===== src/rtl/fx_sample_scheduler.sv =====
// fx_sample_scheduler: per-tick input FIFO -> effect core -> output FIFO sequencer with Avalon CSRs; SAMPLE_COUNT_EN adds a sample counter at 0x07
module fx_sample_scheduler #(
    parameter int DATA_W   = 32,
    parameter int TICK_DIV = 1042,
    parameter int CORE_LAT = 4
) (
    input  logic              clk,
    input  logic              reset,
    input  logic [4:0]        avl_address,
    input  logic              avl_read,
    input  logic              avl_write,
    input  logic [DATA_W-1:0] avl_writedata,
    output logic [DATA_W-1:0] avl_readdata,
    input  logic              in_rdempty,
    output logic              in_rdreq,
    input  logic [DATA_W-1:0] in_q,
    input  logic              out_wrfull,
    output logic              out_wrreq,
    output logic [DATA_W-1:0] out_data,
    output logic [DATA_W-1:0] fx_gain,
    output logic [DATA_W-1:0] fx_boost,
    output logic              fx_bypass,
    output logic [DATA_W-1:0] fx_input,
    output logic              fx_valid,
    input  logic [DATA_W-1:0] fx_out
);
    localparam int CW = TICK_DIV > 1 ? $clog2(TICK_DIV) : 1;
    typedef enum logic [2:0] {IDLE, READ, LATCH, PROC, STORE} state_t;
    state_t state, next;
    logic [CW-1:0] tick_cnt;
    logic [3:0] lat_cnt;
    logic [DATA_W-1:0] gain, boost, rdata;
    logic [1:0] ctrl;
    logic [2:0] sticky, set;
    logic tick, busy, wr_status;
`ifdef SAMPLE_COUNT_EN
    logic [31:0] sample_cnt;
`endif
    assign tick = ctrl[0] && tick_cnt == CW'(TICK_DIV - 1);
    assign busy = state != IDLE;
    assign wr_status = avl_write && avl_address == 5'h03;
    // {overflow, underflow, tick_overrun} lines up with STATUS b4..b2
    assign set = {state == STORE && out_wrfull, !busy && tick && in_rdempty, busy && tick};
    assign in_rdreq = state == READ;
    assign out_wrreq = state == STORE && !out_wrfull;
    // the core result is valid during STORE, so it is forwarded alongside out_wrreq
    assign out_data = state == STORE ? fx_out : '0;
    always_comb begin
        next = state;
        case (state)
            IDLE:    next = tick && !in_rdempty ? READ : IDLE;
            READ:    next = LATCH;
            LATCH:   next = PROC;
            PROC:    next = lat_cnt == 4'd0 ? STORE : PROC;
            STORE:   next = IDLE;
            default: next = IDLE;
        endcase
    end
    always_comb begin
        rdata = '0;
        case (avl_address)
            5'h01:   rdata = gain;
            5'h02:   rdata = boost;
            5'h03:   rdata = DATA_W'({sticky, 1'b0, busy});
            5'h04:   rdata = DATA_W'(ctrl);
`ifdef SAMPLE_COUNT_EN
            5'h07:   rdata = DATA_W'(sample_cnt);
`endif
            default: rdata = '0;
        endcase
    end
    always_ff @(posedge clk) begin
        if (!reset) begin
            state        <= IDLE;
            tick_cnt     <= '0;
            lat_cnt      <= '0;
            gain         <= '0;
            boost        <= '0;
            ctrl         <= '0;
            sticky       <= '0;
            avl_readdata <= '0;
            fx_gain      <= '0;
            fx_boost     <= '0;
            fx_bypass    <= 1'b0;
            fx_valid     <= 1'b0;
            fx_input     <= '0;
`ifdef SAMPLE_COUNT_EN
            sample_cnt   <= '0;
`endif
        end else begin
            state        <= next;
            tick_cnt     <= ctrl[0] && !tick ? tick_cnt + 1'b1 : '0;
            lat_cnt      <= state == LATCH ? 4'(CORE_LAT - 1) : state == PROC ? lat_cnt - 4'd1 : lat_cnt;
            gain         <= avl_write && avl_address == 5'h01 ? avl_writedata : gain;
            boost        <= avl_write && avl_address == 5'h02 ? avl_writedata : boost;
            ctrl         <= avl_write && avl_address == 5'h04 ? avl_writedata[1:0] : ctrl;
            sticky       <= (sticky & ~(wr_status ? avl_writedata[4:2] : 3'b0)) | set;
            avl_readdata <= avl_read ? rdata : avl_readdata;
            fx_gain      <= state == IDLE ? gain : fx_gain;
            fx_boost     <= state == IDLE ? boost : fx_boost;
            fx_bypass    <= ctrl[1];
            fx_valid     <= state == LATCH;
            fx_input     <= state == LATCH ? in_q : fx_input;
`ifdef SAMPLE_COUNT_EN
            sample_cnt   <= avl_write && avl_address == 5'h07 ? '0 : sample_cnt + 32'(out_wrreq);
`endif
        end
    end
endmodule


===== config.mk =====
export PLATFORM = sky130hd
export DESIGN_NAME = fx_sample_scheduler
export DESIGN_NICKNAME = d
export VERILOG_FILES = /design/src/rtl/fx_sample_scheduler.sv
export SDC_FILE = /design/constraint.sdc
export NUM_CORES = 1
export LEC_CHECK = 0
export CORE_ASPECT_RATIO = 0.6
export CORE_MARGIN = 5
export CORE_UTILIZATION = 50
export DETAILED_ROUTE_END_ITERATION = 12
export PLACE_DENSITY = 0.86
export SLEW_MARGIN = 20
export SYNTH_ARGS = -nofsm -noshare
export SYNTH_HDL_FRONTEND = slang
export SYNTH_SLANG_ARGS = --single-unit
export TNS_END_PERCENT = 20

===== constraint.sdc =====
create_clock -name clk -period 4.39 [get_ports clk]
set_input_delay 1.0975 -clock clk [delete_from_list [all_inputs] [get_ports clk]]
set_output_delay 1.0975 -clock clk [all_outputs]
set_load 0.05 [all_outputs]

==> metrics.csv, run 1 <==
metric;value;unit
drtIter0Drc;654;
synth.distinct_cells;46;
synth_edf_count;0;
hold_buffers;0;
dieHeight;110;um
critPathArrivalTime;2.66;ns
syn_nets;1065;
totalWireLength;25500;um
clkSlewWorstSetupHoldPaths;0.07;ns
core_area;16400;um^2
crit_path_end_kind;output pin;
fin_setup_tns;0;ns
status;finished clean;
timing.final.crit_share;0.856;
netlist_area;8410;um^2
hold_viol;0;
io_buffer_count;270;
max_cap_viol_count;0;
overflow;0;
design_area;11900;um^2
layout_common_cells;303 x nand2_1, 269 x clkdlybuf4s50_1, 217 x dfxtp_1, 94 x a21boi_0, 37 x and3_1;
finalSetupViolCount;0;
drc;0;
crit_start;state[2];
period_needed;3.76;ns
rsz0062_at_grt;false;
dp.cells;1396;
grt_max_degree;76;
first_pass_iters;5;
routed-via-count;7724;
powerDensity;336;nW/um^2
area_delta_synth_final;41.4;%
cts_tree;done;
grt_first_pass_wirelength;40300;um
relSlewSlack;0.343;
final_common_cell;nand2_1;
post_synth.cell_area_avg;8.82;um^2
hpwl;17700;um
hp-start;avl_readdata[29];
track_usage;0.252;
ios;271;
die_w;177;um
clock_sinks;217;
worst_pin_slew;0.986;ns
placed_area;11200;um^2
start_util;0.514;
grt_pass1_vias;7465;
clock_latency;0.49;ns
crit_required;3.29;ns
rows;36;
cts-htree-levels;1;
ys_seq_elements;217;
async_flop_share;0;
maxClockFrequency;266;MHz
n_fill_cell;1265;
synth_area_leader_cell;dfxtp_1;
synth_ff_type;dfxtp_1;
drive_gt1_frac;0.0525;
wl_per_cell;17.9;um
cts_setup_buffers;0;
gp_congestion;0.802;
nets;1301;
cts_resized;0;
criticalPathCategory;flip-flop to output pin;
yosysWarnings;0;
yosysTopAreaCellShare;0.516;
synth.top_cells.by_area;dfxtp_1 52%, nand2_1 14%, a21boi_0 8.4%;
root_buffer;clkbuf_16;
hp-class;flip-flop to flip-flop;
cts.path.max_buffers;3;
antenna-diode-count;0;
syn_inst;954;
tritoncts.num_buffers;20;
ant_nets;0;
via_per_inst;5.41;
grt_antenna_before_repair;3;
layout.cells.non_filler;1429;
drv_slew;0;
fin_skew;0.00729;ns
r2r_start;state[2];
yosysSeqAreaShare;0.516;
p_leak;4.14;nW
die_area;19600;um^2
cp_max_fo;39;
worst_ir_drop_vdd;175;uV
start_kind;flip-flop;
-- critical path, cell delays in order, from the launching register on --
cell and delay [ns]:
dfxtp_1 0.94, and2_1 0.26, nor2b_1 0.14, clkdlybuf4s50_1 0.82
-- Yosys cell counts (all sizes together), types with 10 or more instances --
cell    instances
a21boi        130
a22o           32
a22oi          31
and3           37
buf            26
clkbuf         49
dfxtp         217
nand2         303
nand4          10
nor2           14
nor2b          11
o21ai          32
-- routing by layer --
layer / wire (um) / track usage / part of all wire / up-vias
met1: 11200 / 0.338 / 0.44 / 3664
met2: 11700 / 0.409 / 0.46 / 303
met3: 2200 / 0.0693 / 0.086 / 48
met4: 415 / 0.0499 / 0.016 / 6
li1: - / - / - / 3703
met5: 34 / 0 / 0.0013 / -
-- logic make-up after synthesis --
| family | after synthesis | share of synthesized area |
|---|---|---|
| xor+xnor | 11 | 0.0115 |
| mux | 5 | 0.00640 |
| flops | 217 | 0.516 |
| buf+inv | 78 | 0.0428 |
| compound gates | 233 | 0.205 |
| simple gates | 406 | 0.212 |
| fa+ha+maj | 4 | 0.00595 |
-- through the flow --
stage	hold slack [ns]	setup WS (ns)	total power (W)	utilization
after global routing	0.475	0.466	0.00412	0.727
after CTS	0.452	0.637	0.00402	0.727
final	0.449	0.632	0.00400	0.727
after global placement	0.437	0.666	0.00222	0.685
after detailed placement	0.446	0.672	0.00222	0.685
after floorplan	0.437	1.49	0.00209	-
-- final timing paths --
check / slack [ns] / end / cells past startpoint
min reg2reg: 0.45 / avl_readdata[29] / 2
min: 0.45 / avl_readdata[29] / 2
max: 0.63 / out_wrreq / 3
max reg2reg: 1.74 / fx_gain[31] / 4
-- final cells by class --
cell class              instances  area [um^2]  area share
well taps                     228          285      0.0240
repair buffers                289         2840       0.239
flip-flops and latches        217         4340       0.365
clock buffers                  26          564      0.0475
inverters                       3         11.3    0.000947
clock inverters                 7          118     0.00989
multi-input cells             659         3720       0.313
-- state kept, by name, summed over array words and instances (netlist names) --
register / cells
avl_readdata: 32
boost: 32
ctrl: 2
fx_boost: 32
fx_bypass: 1
fx_gain: 32
fx_input: 32
fx_valid: 1
gain: 32
lat_cnt: 4
state: 3
sticky: 3
tick_cnt: 11
-- power by group --
group	total, W	internal, W	switching [W]
clock	0.00182	0.00108	0.000739
combinational	0.000198	0.000113	0.0000850
sequential	0.00198	0.00197	0.00000495
total	0.00400	0.00317	0.000829
Power figures use the tool's default switching activity.
==> inputs of run 2 (changes only) <==
--- a/config.mk
+++ b/config.mk
@@ -10,7 +10,6 @@
 export CORE_UTILIZATION = 50
 export DETAILED_ROUTE_END_ITERATION = 12
 export PLACE_DENSITY = 0.86
-export SLEW_MARGIN = 20
 export SYNTH_ARGS = -nofsm -noshare
 export SYNTH_HDL_FRONTEND = slang
 export SYNTH_SLANG_ARGS = --single-unit
==> results of run 2 <==
Final layout, timing and power as in run 1 (identical DEF).
